===== src/rtl/multicycle_controller_pkg.sv =====
// mips_ctrl_pkg: shared state, opcode/funct, ALU and mux encodings for the multicycle controller
package mips_ctrl_pkg;
  typedef enum logic [3:0] {
    IDLE, FETCH, DECODE, MEMADR, MEMRD, MEMWB, MEMWR,
    REX, RWB, IEX, IWB, BEQ, JMP, JAL, JR
  } state_t;
  localparam logic [5:0] OP_RTYPE  = 6'b000000;
  localparam logic [5:0] OP_LW     = 6'b100011;
  localparam logic [5:0] OP_SW     = 6'b101011;
  localparam logic [5:0] OP_BEQ    = 6'b000100;
  localparam logic [5:0] OP_ADDI   = 6'b001000;
  localparam logic [5:0] OP_J      = 6'b000010;
  localparam logic [5:0] OP_JAL    = 6'b000011;
  localparam logic [5:0] OP_JR     = 6'b000111;
  localparam logic [5:0] OP_PACKED = 6'b011111;
  localparam logic [5:0] FN_ADD    = 6'b100000;
  localparam logic [5:0] FN_SUB    = 6'b100010;
  localparam logic [5:0] FN_AND    = 6'b100100;
  localparam logic [5:0] FN_OR     = 6'b100101;
  localparam logic [5:0] FN_SLT    = 6'b101010;
  localparam logic [5:0] FN_SLLV   = 6'b000100;
  localparam logic [5:0] FN_SRLV   = 6'b000110;
  localparam logic [5:0] FN_SRAV   = 6'b000111;
  localparam logic [5:0] FN_PACKED = 6'b010000;
  localparam logic [4:0] SH_PADD   = 5'b00000;
  localparam logic [4:0] SH_PSUB   = 5'b00100;
  localparam logic [3:0] ALU_ADD   = 4'b0010;
  localparam logic [3:0] ALU_SUB   = 4'b0110;
  localparam logic [3:0] ALU_AND   = 4'b0000;
  localparam logic [3:0] ALU_OR    = 4'b0001;
  localparam logic [3:0] ALU_SLT   = 4'b0111;
  localparam logic [3:0] ALU_SLLV  = 4'b1010;
  localparam logic [3:0] ALU_SRLV  = 4'b1011;
  localparam logic [3:0] ALU_SRAV  = 4'b1100;
  localparam logic [3:0] ALU_PADD  = 4'b1000;
  localparam logic [3:0] ALU_PSUB  = 4'b1001;
  localparam logic [1:0] SRCB_B    = 2'b00;
  localparam logic [1:0] SRCB_4    = 2'b01;
  localparam logic [1:0] SRCB_IMM  = 2'b10;
  localparam logic [1:0] SRCB_IMMS = 2'b11;
  localparam logic [1:0] PC_ALU    = 2'b00;
  localparam logic [1:0] PC_ALUOUT = 2'b01;
  localparam logic [1:0] PC_JUMP   = 2'b10;
  localparam logic [1:0] PC_REG    = 2'b11;
endpackage


===== src/rtl/multicycle_controller_if.sv =====
// mc_if: controller <-> datapath/memory control bundle
interface mc_if;
  logic [5:0] opcode;
  logic [5:0] funct;
  logic [4:0] shamt;
  logic       zero;
  logic       mem_ready;
  logic       mem_req;
  logic       mem_write;
  logic       iord;
  logic       ir_write;
  logic       pc_write;
  logic       reg_write;
  logic       reg_dst;
  logic       mem_to_reg;
  logic       link;
  logic       alu_src_a;
  logic [1:0] alu_src_b;
  logic [3:0] alu_control;
  logic [1:0] pc_src;
  logic       instr_done;
  logic       illegal_instr;
  modport master (
    input  opcode, funct, shamt, zero, mem_ready,
    output mem_req, mem_write, iord, ir_write, pc_write, reg_write, reg_dst,
           mem_to_reg, link, alu_src_a, alu_src_b, alu_control, pc_src,
           instr_done, illegal_instr
  );
  modport slave (
    output opcode, funct, shamt, zero, mem_ready,
    input  mem_req, mem_write, iord, ir_write, pc_write, reg_write, reg_dst,
           mem_to_reg, link, alu_src_a, alu_src_b, alu_control, pc_src,
           instr_done, illegal_instr
  );
endinterface


===== src/rtl/multicycle_controller_alu_decoder.sv =====
// mc_alu_decoder: funct/shamt to alu_control for R-type and packed ops, with illegal-encoding flag
module mc_alu_decoder
  import mips_ctrl_pkg::*;
(
  input  logic [5:0] i_opcode,
  input  logic [5:0] i_funct,
  input  logic [4:0] i_shamt,
  output logic [3:0] o_alu_control,
  output logic       o_illegal
);
  logic w_sh0;
  assign w_sh0 = (i_shamt == 5'd0);
  always_comb begin
    o_alu_control = ALU_ADD;
    o_illegal     = 1'b0;
    if (i_opcode == OP_RTYPE) begin
      case (i_funct)
        FN_ADD:  o_alu_control = ALU_ADD;
        FN_SUB:  o_alu_control = ALU_SUB;
        FN_AND:  o_alu_control = ALU_AND;
        FN_OR:   o_alu_control = ALU_OR;
        FN_SLT:  o_alu_control = ALU_SLT;
        FN_SLLV: o_alu_control = ALU_SLLV;
        FN_SRLV: begin o_alu_control = ALU_SRLV; o_illegal = !w_sh0; end
        FN_SRAV: begin o_alu_control = ALU_SRAV; o_illegal = !w_sh0; end
        default: o_illegal = 1'b1;
      endcase
    end else if (i_opcode == OP_PACKED) begin
      o_alu_control = (i_shamt == SH_PSUB) ? ALU_PSUB : ALU_PADD;
      o_illegal     = (i_funct != FN_PACKED) || !(w_sh0 || i_shamt == SH_PSUB);
    end
  end
endmodule


===== src/rtl/multicycle_controller.sv =====
// multicycle_controller: MIPS32 multicycle control FSM sequencing the shared datapath
module multicycle_controller
  import mips_ctrl_pkg::*;
(
  input  logic clk,
  input  logic reset,
  mc_if.master bus
);
  state_t     r_state, w_next;
  logic [3:0] w_alu_control;
  logic       w_alu_illegal;
  mc_alu_decoder u_dec (
    .i_opcode      (bus.opcode),
    .i_funct       (bus.funct),
    .i_shamt       (bus.shamt),
    .o_alu_control (w_alu_control),
    .o_illegal     (w_alu_illegal)
  );
  always_ff @(posedge clk or posedge reset)
    if (reset) r_state <= IDLE;
    else       r_state <= w_next;
  always_comb begin
    w_next            = r_state;
    bus.mem_req       = 1'b0;
    bus.mem_write     = 1'b0;
    bus.iord          = 1'b0;
    bus.ir_write      = 1'b0;
    bus.pc_write      = 1'b0;
    bus.reg_write     = 1'b0;
    bus.reg_dst       = 1'b0;
    bus.mem_to_reg    = 1'b0;
    bus.link          = 1'b0;
    bus.alu_src_a     = 1'b0;
    bus.alu_src_b     = SRCB_B;
    bus.alu_control   = 4'b0000;
    bus.pc_src        = PC_ALU;
    bus.instr_done    = 1'b0;
    bus.illegal_instr = 1'b0;
    case (r_state)
      IDLE: w_next = FETCH;
      FETCH: begin
        bus.mem_req     = 1'b1;
        bus.alu_src_b   = SRCB_4;
        bus.alu_control = ALU_ADD;
        bus.ir_write    = bus.mem_ready;
        bus.pc_write    = bus.mem_ready;
        w_next          = bus.mem_ready ? DECODE : FETCH;
      end
      DECODE: begin
        bus.alu_src_b   = SRCB_IMMS;
        bus.alu_control = ALU_ADD;
        case (bus.opcode)
          OP_RTYPE, OP_PACKED: w_next = w_alu_illegal ? FETCH : REX;
          OP_LW, OP_SW:        w_next = MEMADR;
          OP_BEQ:              w_next = BEQ;
          OP_ADDI:             w_next = IEX;
          OP_J:                w_next = JMP;
          OP_JAL:              w_next = JAL;
          OP_JR:               w_next = JR;
          default:             w_next = FETCH;
        endcase
        // every legal dispatch leaves FETCH, so returning there marks the encoding illegal
        bus.illegal_instr = (w_next == FETCH);
      end
      MEMADR: begin
        bus.alu_src_a   = 1'b1;
        bus.alu_src_b   = SRCB_IMM;
        bus.alu_control = ALU_ADD;
        w_next          = (bus.opcode == OP_SW) ? MEMWR : MEMRD;
      end
      MEMRD: begin
        bus.mem_req = 1'b1;
        bus.iord    = 1'b1;
        w_next      = bus.mem_ready ? MEMWB : MEMRD;
      end
      MEMWB: begin
        bus.reg_write  = 1'b1;
        bus.mem_to_reg = 1'b1;
        bus.instr_done = 1'b1;
        w_next         = FETCH;
      end
      MEMWR: begin
        bus.mem_req    = 1'b1;
        bus.mem_write  = 1'b1;
        bus.iord       = 1'b1;
        bus.instr_done = bus.mem_ready;
        w_next         = bus.mem_ready ? FETCH : MEMWR;
      end
      REX: begin
        bus.alu_src_a   = 1'b1;
        bus.alu_control = w_alu_control;
        w_next          = RWB;
      end
      RWB: begin
        bus.reg_write  = 1'b1;
        bus.reg_dst    = 1'b1;
        bus.instr_done = 1'b1;
        w_next         = FETCH;
      end
      IEX: begin
        bus.alu_src_a   = 1'b1;
        bus.alu_src_b   = SRCB_IMM;
        bus.alu_control = ALU_ADD;
        w_next          = IWB;
      end
      IWB: begin
        bus.reg_write  = 1'b1;
        bus.instr_done = 1'b1;
        w_next         = FETCH;
      end
      BEQ: begin
        bus.alu_src_a   = 1'b1;
        bus.alu_control = ALU_SUB;
        bus.pc_src      = PC_ALUOUT;
        bus.pc_write    = bus.zero;
        bus.instr_done  = 1'b1;
        w_next          = FETCH;
      end
      JMP, JAL: begin
        bus.pc_src     = PC_JUMP;
        bus.pc_write   = 1'b1;
        bus.reg_write  = (r_state == JAL);
        bus.link       = (r_state == JAL);
        bus.instr_done = 1'b1;
        w_next         = FETCH;
      end
      JR: begin
        bus.pc_src     = PC_REG;
        bus.pc_write   = 1'b1;
        bus.instr_done = 1'b1;
        w_next         = FETCH;
      end
      default: w_next = IDLE;
    endcase
  end
endmodule


===== src/flat_wrapper.sv =====
// flat-port wrapper written by rule: the top's interface ports become plain ports
module multicycle_controller_flat import mips_ctrl_pkg::*;
  (clk, reset, bus_opcode, bus_funct, bus_shamt, bus_zero, bus_mem_ready, bus_mem_req, bus_mem_write, bus_iord, bus_ir_write, bus_pc_write, bus_reg_write, bus_reg_dst, bus_mem_to_reg, bus_link, bus_alu_src_a, bus_alu_src_b, bus_alu_control, bus_pc_src, bus_instr_done, bus_illegal_instr);
  mc_if bus_i ();
  input  logic clk;
  input  logic reset;
  input wire logic [$bits(bus_i.opcode)-1:0] bus_opcode;
  input wire logic [$bits(bus_i.funct)-1:0] bus_funct;
  input wire logic [$bits(bus_i.shamt)-1:0] bus_shamt;
  input wire logic [$bits(bus_i.zero)-1:0] bus_zero;
  input wire logic [$bits(bus_i.mem_ready)-1:0] bus_mem_ready;
  output wire logic [$bits(bus_i.mem_req)-1:0] bus_mem_req;
  output wire logic [$bits(bus_i.mem_write)-1:0] bus_mem_write;
  output wire logic [$bits(bus_i.iord)-1:0] bus_iord;
  output wire logic [$bits(bus_i.ir_write)-1:0] bus_ir_write;
  output wire logic [$bits(bus_i.pc_write)-1:0] bus_pc_write;
  output wire logic [$bits(bus_i.reg_write)-1:0] bus_reg_write;
  output wire logic [$bits(bus_i.reg_dst)-1:0] bus_reg_dst;
  output wire logic [$bits(bus_i.mem_to_reg)-1:0] bus_mem_to_reg;
  output wire logic [$bits(bus_i.link)-1:0] bus_link;
  output wire logic [$bits(bus_i.alu_src_a)-1:0] bus_alu_src_a;
  output wire logic [$bits(bus_i.alu_src_b)-1:0] bus_alu_src_b;
  output wire logic [$bits(bus_i.alu_control)-1:0] bus_alu_control;
  output wire logic [$bits(bus_i.pc_src)-1:0] bus_pc_src;
  output wire logic [$bits(bus_i.instr_done)-1:0] bus_instr_done;
  output wire logic [$bits(bus_i.illegal_instr)-1:0] bus_illegal_instr;
  assign bus_i.opcode = bus_opcode;
  assign bus_i.funct = bus_funct;
  assign bus_i.shamt = bus_shamt;
  assign bus_i.zero = bus_zero;
  assign bus_i.mem_ready = bus_mem_ready;
  assign bus_mem_req = bus_i.mem_req;
  assign bus_mem_write = bus_i.mem_write;
  assign bus_iord = bus_i.iord;
  assign bus_ir_write = bus_i.ir_write;
  assign bus_pc_write = bus_i.pc_write;
  assign bus_reg_write = bus_i.reg_write;
  assign bus_reg_dst = bus_i.reg_dst;
  assign bus_mem_to_reg = bus_i.mem_to_reg;
  assign bus_link = bus_i.link;
  assign bus_alu_src_a = bus_i.alu_src_a;
  assign bus_alu_src_b = bus_i.alu_src_b;
  assign bus_alu_control = bus_i.alu_control;
  assign bus_pc_src = bus_i.pc_src;
  assign bus_instr_done = bus_i.instr_done;
  assign bus_illegal_instr = bus_i.illegal_instr;
  multicycle_controller u_core (.clk(clk), .reset(reset), .bus(bus_i));
endmodule

===== config.mk =====
export PLATFORM = sky130hd
export DESIGN_NAME = multicycle_controller_flat
export DESIGN_NICKNAME = d
export VERILOG_FILES = /design/src/rtl/multicycle_controller_pkg.sv /design/src/rtl/multicycle_controller_if.sv /design/src/rtl/multicycle_controller_alu_decoder.sv /design/src/rtl/multicycle_controller.sv /design/src/flat_wrapper.sv
export SDC_FILE = /design/constraint.sdc
export NUM_CORES = 1
export LEC_CHECK = 0
export ABC_AREA = 1
export CORE_ASPECT_RATIO = 1.5
export CORE_MARGIN = 2
export CORE_UTILIZATION = 39
export CTS_CLUSTER_DIAMETER = 40
export DETAILED_ROUTE_END_ITERATION = 16
export PLACE_DENSITY = 0.89
export SYNTH_ARGS = -nofsm -noshare
export SYNTH_HDL_FRONTEND = slang
export SYNTH_SLANG_ARGS = --single-unit

===== constraint.sdc =====
create_clock -name clk -period 1.5 [get_ports clk]
set_input_delay 0.15 -clock clk [delete_from_list [all_inputs] [get_ports clk]]
set_output_delay 0.15 -clock clk [all_outputs]
set_load 0.02 [all_outputs]

==> results of run 1 <==
[Yosys cell counts, drive strengths merged]
| library cell | count |
|---|---|
| a211o | 1 |
| a211oi | 2 |
| a21oi | 4 |
| a31oi | 1 |
| dfrtp | 4 |
| inv | 28 |
| nand2 | 39 |
| nand3 | 19 |
| nand4 | 6 |
| nor2 | 34 |
| nor3 | 2 |
| nor4 | 1 |
| o211ai | 3 |
| o21ai | 8 |
[kinds of logic after synthesis]
family	Yosys count
AND/OR/NAND/NOR	101
flip-flops	4
buffers and inverters	28
AO/OA/AOI/OAI	19
[through the flow]
| stage | utilization | cells | hold slack (ns) | worst slack, ns | setup TNS, ns |
|---|---|---|---|---|---|
| global placement | 0.822 | 256 | 0.332 | -0.651 | -5.58 |
| CTS | 0.880 | 266 | 0.0944 | -0.0848 | -0.544 |
| detailed placement | 0.822 | 256 | 0.336 | -0.687 | -6.41 |
| floorplan | - | 152 | -0.0839 | 0.0610 | 0 |
[timing repair]
| action | 4_1_cts |
|---|---|
| pin swaps | 15 |
| setup endpoints to repair | 20 |
| gates resized for setup | 139 |
| setup buffers | 7 |
==> results by group, run 1 <==
Yosys
  • Area of the mapped netlist: 774 sq um
  • Post-synth top area share: 0.184
  • Post-synthesis simple-gate area fraction: 0.578
  • Synth Area in XOR/XNOR: 0
  • Synth Area in Adders: 0
  • Area contributors post-synth: nand2_1 18%, nor2_1 14%, dfrtp_1 13%
  • Main combinational cell family by area after synthesis: simple AND/OR/NAND/NOR gates
  • Avg Cell Area, Syn: 5.10 sq um
  • Post-synthesis sequential area ratio: 0.129
  • Synth cell types: 21
  • Synthesized flop and latch total: 4
  • Cell count after synthesis: 152
  • Leading area contributor after synthesis: nand2_1
  • Mapped Nets: 173
  • Synth Warn #: 0
  • Post-synthesis compound-gate area fraction: 0.157
  • Post-synthesis mux area share: 0

STA
  • Post-GRT worst EP: bus_pc_write
  • Worst ep type: top-level output

Clock network
  • Clock root cell: clkbuf_4
  • CTS Hold Buffers Added: 0
  • CTS Buf Count: 3
  • Clock Sinks: 4
  • H-tree depth: 1
  • CTS Buffer Depth: 2

Status
  • First error: [ERROR DPL-0038] Utilization greater than 100%, impossible to legalize
  • Stopped at: global routing
  • Status: did not finish

Floorplanning
  • Die H: 58.6 microns
  • Horiz. Die Dim: 40.4 microns
  • Initial Util: 0.418
  • Number of top-level pins: 41
  • Row cnt: 19

Global routing
  • Largest net degree at the start of global routing: 8

Place
  • IO Port Bufs: 40
  • Post-DP Area: 1520 sq um
  • Hpwl dp: 2.60 mm
  • GPL Wtd Cong: 0.868
==> run 2, diff against run 1 <==
--- a/config.mk
+++ b/config.mk
@@ -6,12 +6,10 @@
 export NUM_CORES = 1
 export LEC_CHECK = 0
 export ABC_AREA = 1
-export CORE_ASPECT_RATIO = 1.5
-export CORE_MARGIN = 2
-export CORE_UTILIZATION = 39
-export CTS_CLUSTER_DIAMETER = 40
+export CORE_AREA = 2 2 63 65
 export DETAILED_ROUTE_END_ITERATION = 16
-export PLACE_DENSITY = 0.89
+export DIE_AREA = 0 0 65 67
+export PLACE_DENSITY_LB_ADDON = 0.15
 export SYNTH_ARGS = -nofsm -noshare
 export SYNTH_HDL_FRONTEND = slang
 export SYNTH_SLANG_ARGS = --single-unit
==> results by group, run 2 <==
Status
  • Status: complete, but fails checks
  • Failing checks: setup timing

Yosys
  • Synth cell types: 21
  • Avg Cell Area, Syn: 5.10 sq um
  • Leading area contributor after synthesis: nand2_1
  • EDFF count, synth: 0
  • Synth Warn #: 0
  • Async SR Flop Fraction: 1.00
  • Post-synthesis sequential area ratio: 0.129
  • Count leader, synth: nand2_1
  • Mapped Nets: 173
  • Top cells by count, synth: 38 x nand2_1, 29 x nor2_1, 24 x inv_1, 17 x nand3_1
  • Top FF cell, synth: dfrtp_1
  • Cell count after synthesis: 152
  • Area of the mapped netlist: 774 sq um
  • Synthesized flop and latch total: 4
  • Area contributors post-synth: nand2_1 18%, nor2_1 14%, dfrtp_1 13%
  • Post-synth top area share: 0.184

Place
  • Placed cells: 285
  • Hpwl dp: 2.55 mm
  • GPL Wtd Cong: 0.798
  • Place WS: -0.705 ns
  • IO Port Bufs: 40

Clock network
  • CTS Buf Count: 3
  • Clock Latency Late Sink: 0.22 ns
  • CTS tree: yes
  • Clock transition at the registers of the reported paths: 0.03 ns
  • CTS Buffer Depth: 2
  • H-tree depth: 1
  • Clock root cell: clkbuf_8
  • CTS Hold Buffers Added: 0
  • Clock Sinks: 4

Power
  • NetSw: 1.15 mW
  • Int Pwr: 1.20 mW
  • Total power: 2.35 mW
  • Power Dens Cells: 1300 nW/um^2
  • Clock share of power: 0.096
  • Leakage power: 0.980 nW
  • Worst VDD drop: 0.561 mV
  • Sw Ratio: 0.488
  • Combinational power share: 0.804
  • Power share of the sequential group: 0.099

Route
  • 1st-pass router iterations: 4
  • Final wirelength: 3.21 mm
  • Drt wl/cell: 10.9 microns
  • Iteration-0 DRC Markers: 31
  • Post-route ant nets: 0
  • Post-route DRC: 0
  • Via count: 1299
  • Via/cell ratio: 4.40

STA
  • WHS: 0.116 ns
  • Least-Margin Pin Slew: 0.345 ns
  • Setup Skew: 0.00303 ns
  • Fmax: 638 MHz
  • Number of setup violations in the final report: 6
  • Worst slew margin relative to its limit: 0.768
  • Final Hold Vio Count: 0
  • Unrepaired setup endpoints after global routing: true
  • Fin crit share: 1.04
  • Period minus WS final: 1.57 ns
  • PnR worst setup slack: -0.0665 ns
  • Slew Limit Fails: 0

Global routing
  • Vias in the first global route: 1239
  • Antenna violations before repair: 0
  • Grt ovf: 0
  • First-pass GRT wire length: 5.20 mm
  • Largest net degree at the start of global routing: 8
  • Global Route Usage Sum: 0.149

Finish
  • Share of post-route cells with drive strength above 1: 0.559
  • Nets: 270
  • Layout area overhead: 134%
  • Final-layout fill cell count: 396
  • Biggest register: u_core.r_state
  • Finished Core Util: 0.503
  • Antenna diode count: 0
  • Area of the multi-input gates: 759 sq um
  • Storage cell area: 101 sq um
  • Max reg flops: 4
  • Non-filler cells, final: 295
  • Regs by FF count: u_core.r_state x4
  • Most common cell after layout, fill and taps aside: buf_4
  • Most frequent cells in the layout: 54 x buf_4, 29 x nand2_1, 16 x inv_1, 15 x nor2_1, 13 x nand3_1

Worst setup path
  • Worst setup path start: u_core.r_state[1]
  • Critical path startpoint category: flop
  • Critical path cell sequence: nand2_2 > buf_6 > nor2_4 > buf_4 > a211o_1 > buf_6
  • WS Path Type: flop to output port
  • Reg-to-Reg Start: u_core.r_state[3]
  • CP Capture Type: output port
  • CP delay by family, top: flip-flops
  • Slowest-stage cell, CP: dfrtp_1
  • Crit Path Max Fanout: 4
  • Critical path buffer and inverter count: 3
  • Crit path arrival time: 1.42 ns
  • Worst endpoint required time: 1.35 ns
  • Worst path most repeated cell: buf_6
  • Slowest stage delay, CP: 0.41 ns

Floorplanning
  • Total Die Area: 4360 sq um
  • Horiz. Die Dim: 65 microns
  • Initial Util: 0.215
  • Number of top-level pins: 41
  • Core ar.: 3610 sq um
  • Row cnt: 22
  • Die H: 67 microns

Worst hold path
  • Min-delay worst type: input pin to async pin

Flow run
  • Max-cap violations: 0
-- run 2: layout make-up --
type / count / area share
Timing Repair Buffer: 92 / 0.410
Sequential cell: 4 / 0.0559
Tap cell: 48 / 0.0331
Clock buffer: 3 / 0.0228
Inverter: 28 / 0.0594
Multi-Input combinational cell: 120 / 0.419
-- run 2: power groups by stage --
stage               clock network, mW  logic (mW)  registers, mW
global route                    0.239        2.05          0.238
floorplan                           0       0.778          0.205
global placement                    0        1.69          0.204
finish                          0.226        1.89          0.234
CTS                             0.235        1.72          0.219
detailed placement                  0        1.71          0.206
-- run 2: kinds of logic (layout without fill, tap and decap cells) --
logic type             Yosys count  after routing  share of synthesized area
flip-flops                       4              4                      0.129
buffers and inverters           28            123                      0.136
AND/OR/NAND/NOR                101            101                      0.578
AO/OA/AOI/OAI                   19             19                      0.157
-- run 2: repair_timing --
item                                    CTS  global route
buffers inserted                          4             3
endpoints found under the setup margin   21            20
resized for setup                       135            62
pin swaps                                14            27
-- run 2: per-layer routing --
layer	up-vias	part of all wire	global-route usage	routed length, microns
met3	2	0.055	0.0186	178
met2	33	0.53	0.295	1710
met1	576	0.41	0.171	1300
li1	688	-	-	-
met5	-	0	0	0
met4	0	0.0065	0.0239	21
-- run 2: final timing paths --
| path | slack (ns) | endpoint | cells after the start |
|---|---|---|---|
| max in group asynchronous | 1.23 | u_core.r_state[2] | 2 |
| worst max-delay path | -0.07 | bus_pc_write | 6 |
| worst min register to register | 0.87 | u_core.r_state[2] | 5 |
| min in group clk | 0.53 | u_core.r_state[2] | 8 |
| worst min-delay path | 0.12 | u_core.r_state[3] | 2 |
| worst max register to register | 0.05 | u_core.r_state[0] | 8 |
-- run 2: per-stage QoR --
stage | cell area (sq um) | TNS [ns]
CTS | 1690 | -0.346
global placement | 1570 | -6.40
finish | 1810 | -0.162
floorplan | 774 | 0
global route | 1810 | -0.880
detailed placement | 1570 | -6.65
Power figures use the tool's default switching activity.
==> run 3, diff against run 2 <==
--- a/config.mk
+++ b/config.mk
@@ -6,10 +6,11 @@
 export NUM_CORES = 1
 export LEC_CHECK = 0
 export ABC_AREA = 1
+export CAP_MARGIN = 0
 export CORE_AREA = 2 2 63 65
 export DETAILED_ROUTE_END_ITERATION = 16
 export DIE_AREA = 0 0 65 67
-export PLACE_DENSITY_LB_ADDON = 0.15
+export PLACE_DENSITY = 0.5
 export SYNTH_ARGS = -nofsm -noshare
 export SYNTH_HDL_FRONTEND = slang
 export SYNTH_SLANG_ARGS = --single-unit
==> results by group, run 3 (synthesized netlist as in run 2, its figures left out) <==
Clock network
  • H-tree depth: 1
  • Clock Latency Late Sink: 0.21 ns
  • CTS Buffer Depth: 2
  • CTS tree: yes
  • Clock root cell: clkbuf_8
  • CTS Buf Count: 3
  • CTS Hold Buffers Added: 0
  • Clock transition at the registers of the reported paths: 0.03 ns
  • Clock Sinks: 4

Finish
  • Max reg flops: 4
  • Regs by FF count: u_core.r_state x4
  • Nets: 268
  • Antenna diode count: 0
  • Biggest register: u_core.r_state
  • Non-filler cells, final: 293
  • Share of post-route cells with drive strength above 1: 0.527
  • Most common cell after layout, fill and taps aside: buf_4
  • Most frequent cells in the layout: 52 x buf_4, 30 x nand2_1, 17 x inv_1, 16 x nor2_1, 12 x nand3_1
  • Final-layout fill cell count: 359
  • Layout area overhead: 138%

Power
  • Sw Ratio: 0.503
  • Power share of the sequential group: 0.104
  • Worst VDD drop: 0.465 mV
  • Leakage power: 0.992 nW
  • Int Pwr: 1.21 mW
  • Clock share of power: 0.091
  • Combinational power share: 0.805
  • NetSw: 1.22 mW
  • Power Dens Cells: 1320 nW/um^2

Place
  • Hpwl dp: 2.44 mm
  • IO Port Bufs: 40
  • Placed cells: 285
  • GPL Wtd Cong: 0.892

Worst hold path
  • Min-delay worst type: input pin to async pin

STA
  • Fin Setup TNS: -0.129 ns
  • Fin crit share: 1.04
  • Least-Margin Pin Slew: 0.275 ns
  • PnR worst setup slack: -0.0563 ns
  • Worst slew margin relative to its limit: 0.815
  • Fmax: 643 MHz
  • Number of setup violations in the final report: 5
  • Period minus WS final: 1.56 ns
  • Setup Skew: 0.00381 ns
  • Unrepaired setup endpoints after global routing: true
  • Slew Limit Fails: 0
  • Final Hold Vio Count: 0

Worst setup path
  • Crit Path Max Fanout: 5
  • Slowest stage delay, CP: 0.46 ns
  • CP Capture Type: output port
  • Critical path startpoint category: flop
  • Slowest-stage cell, CP: dfrtp_2
  • Crit path arrival time: 1.41 ns
  • Worst endpoint required time: 1.35 ns
  • WS Path Type: flop to output port
  • Critical path cell sequence: nand2_4 > nor2_4 > buf_4 > a21oi_2 > o21ai_0 > buf_2

Route
  • Post-route ant nets: 0
  • Via/cell ratio: 4.61
  • Iteration-0 DRC Markers: 24
  • Final wirelength: 3.31 mm
  • Via count: 1352
  • Post-route DRC: 0
  • Drt wl/cell: 11.3 microns
  • 1st-pass router iterations: 4

Floorplanning
  • Core ar.: 3610 sq um
  • Number of top-level pins: 41
  • Initial Util: 0.215
  • Row cnt: 22
  • Total Die Area: 4360 sq um
  • Die H: 67 microns
  • Horiz. Die Dim: 65 microns

Global routing
  • Vias in the first global route: 1304
  • Global Route Usage Sum: 0.147
  • Grt ovf: 0
  • Largest net degree at the start of global routing: 7
  • Antenna violations before repair: 0
  • First-pass GRT wire length: 5.11 mm

Status
  • Status: complete, but fails checks
  • Failing checks: setup timing

Flow run
  • Max-cap violations: 0
-- run 3: cell types whose count changed in the layout (fill, tap and decap cells not counted), sizes merged --
| cell | delta |
|---|---|
| buf | -1 |
| clkdlybuf4s15 | -1 |
| clkbuf | -6 |
| dlygate4sd2 | +6 |
-- run 3: path summary, 6_finish.rpt --
check	start	to	slack, ns	cells past startpoint
worst max-delay path	u_core.r_state[1]	bus_alu_src_a	-0.06	6
worst min-delay path	reset	u_core.r_state[0]	0.12	2
worst max register to register	u_core.r_state[1]	u_core.r_state[1]	0.08	8
worst min register to register	u_core.r_state[0]	u_core.r_state[0]	0.81	3
max in group asynchronous	reset	u_core.r_state[2]	1.21	2
min in group clk	bus_opcode[1]	u_core.r_state[2]	0.56	5
-- run 3: layout make-up --
cell class | count | area, sq um | area share
multi-input cells | 120 | 798 | 0.433
well taps | 48 | 60.1 | 0.0325
inverters | 28 | 115 | 0.0624
repair buffers | 90 | 727 | 0.394
clock buffers | 3 | 41.3 | 0.0224
flip-flops and latches | 4 | 104 | 0.0563
-- run 3: repair_timing --
action,4_1_cts,5_1_grt
setup endpoints to repair,20,18
pin swaps,16,15
gates resized for setup,145,45
setup buffers,3,2
cloned,0,0
-- run 3: metal layers --
metal  share of wire  track usage
met1            0.42        0.165
met2            0.51        0.281
met3           0.050       0.0152
met4           0.024       0.0612
met5               0            0
-- run 3: stage by stage --
stage | hold slack, ns | setup slack [ns] | power, mW | area, sq um | util
2_1_floorplan | -0.0839 | 0.0610 | 0.983 | 774 | -
3_3_place_gp | 0.336 | -0.651 | 1.92 | 1570 | 0.436
3_5_place_dp | 0.351 | -0.682 | 1.93 | 1570 | 0.436
4_1_cts | 0.124 | -0.0500 | 2.19 | 1720 | 0.476
5_1_grt | 0.134 | -0.118 | 2.62 | 1850 | 0.512
6_report | 0.121 | -0.0563 | 2.44 | 1850 | 0.512
-- run 3: critical path: cells and delay by family, from the launching register on --
kind | cells | cell delay (ns)
buffers and inverters | 2 | 0.30
AND/OR/NAND/NOR | 2 | 0.17
AO/OA/AOI/OAI | 2 | 0.26
flip-flops | 1 | 0.46
-- run 3: power by group through the flow --
stage	sequential, mW	clock [mW]	combinational [mW]
floorplan	0.205	0	0.778
global placement	0.214	0	1.71
detailed placement	0.212	0	1.72
CTS	0.229	0.227	1.73
global route	0.262	0.237	2.12
finish	0.253	0.221	1.96
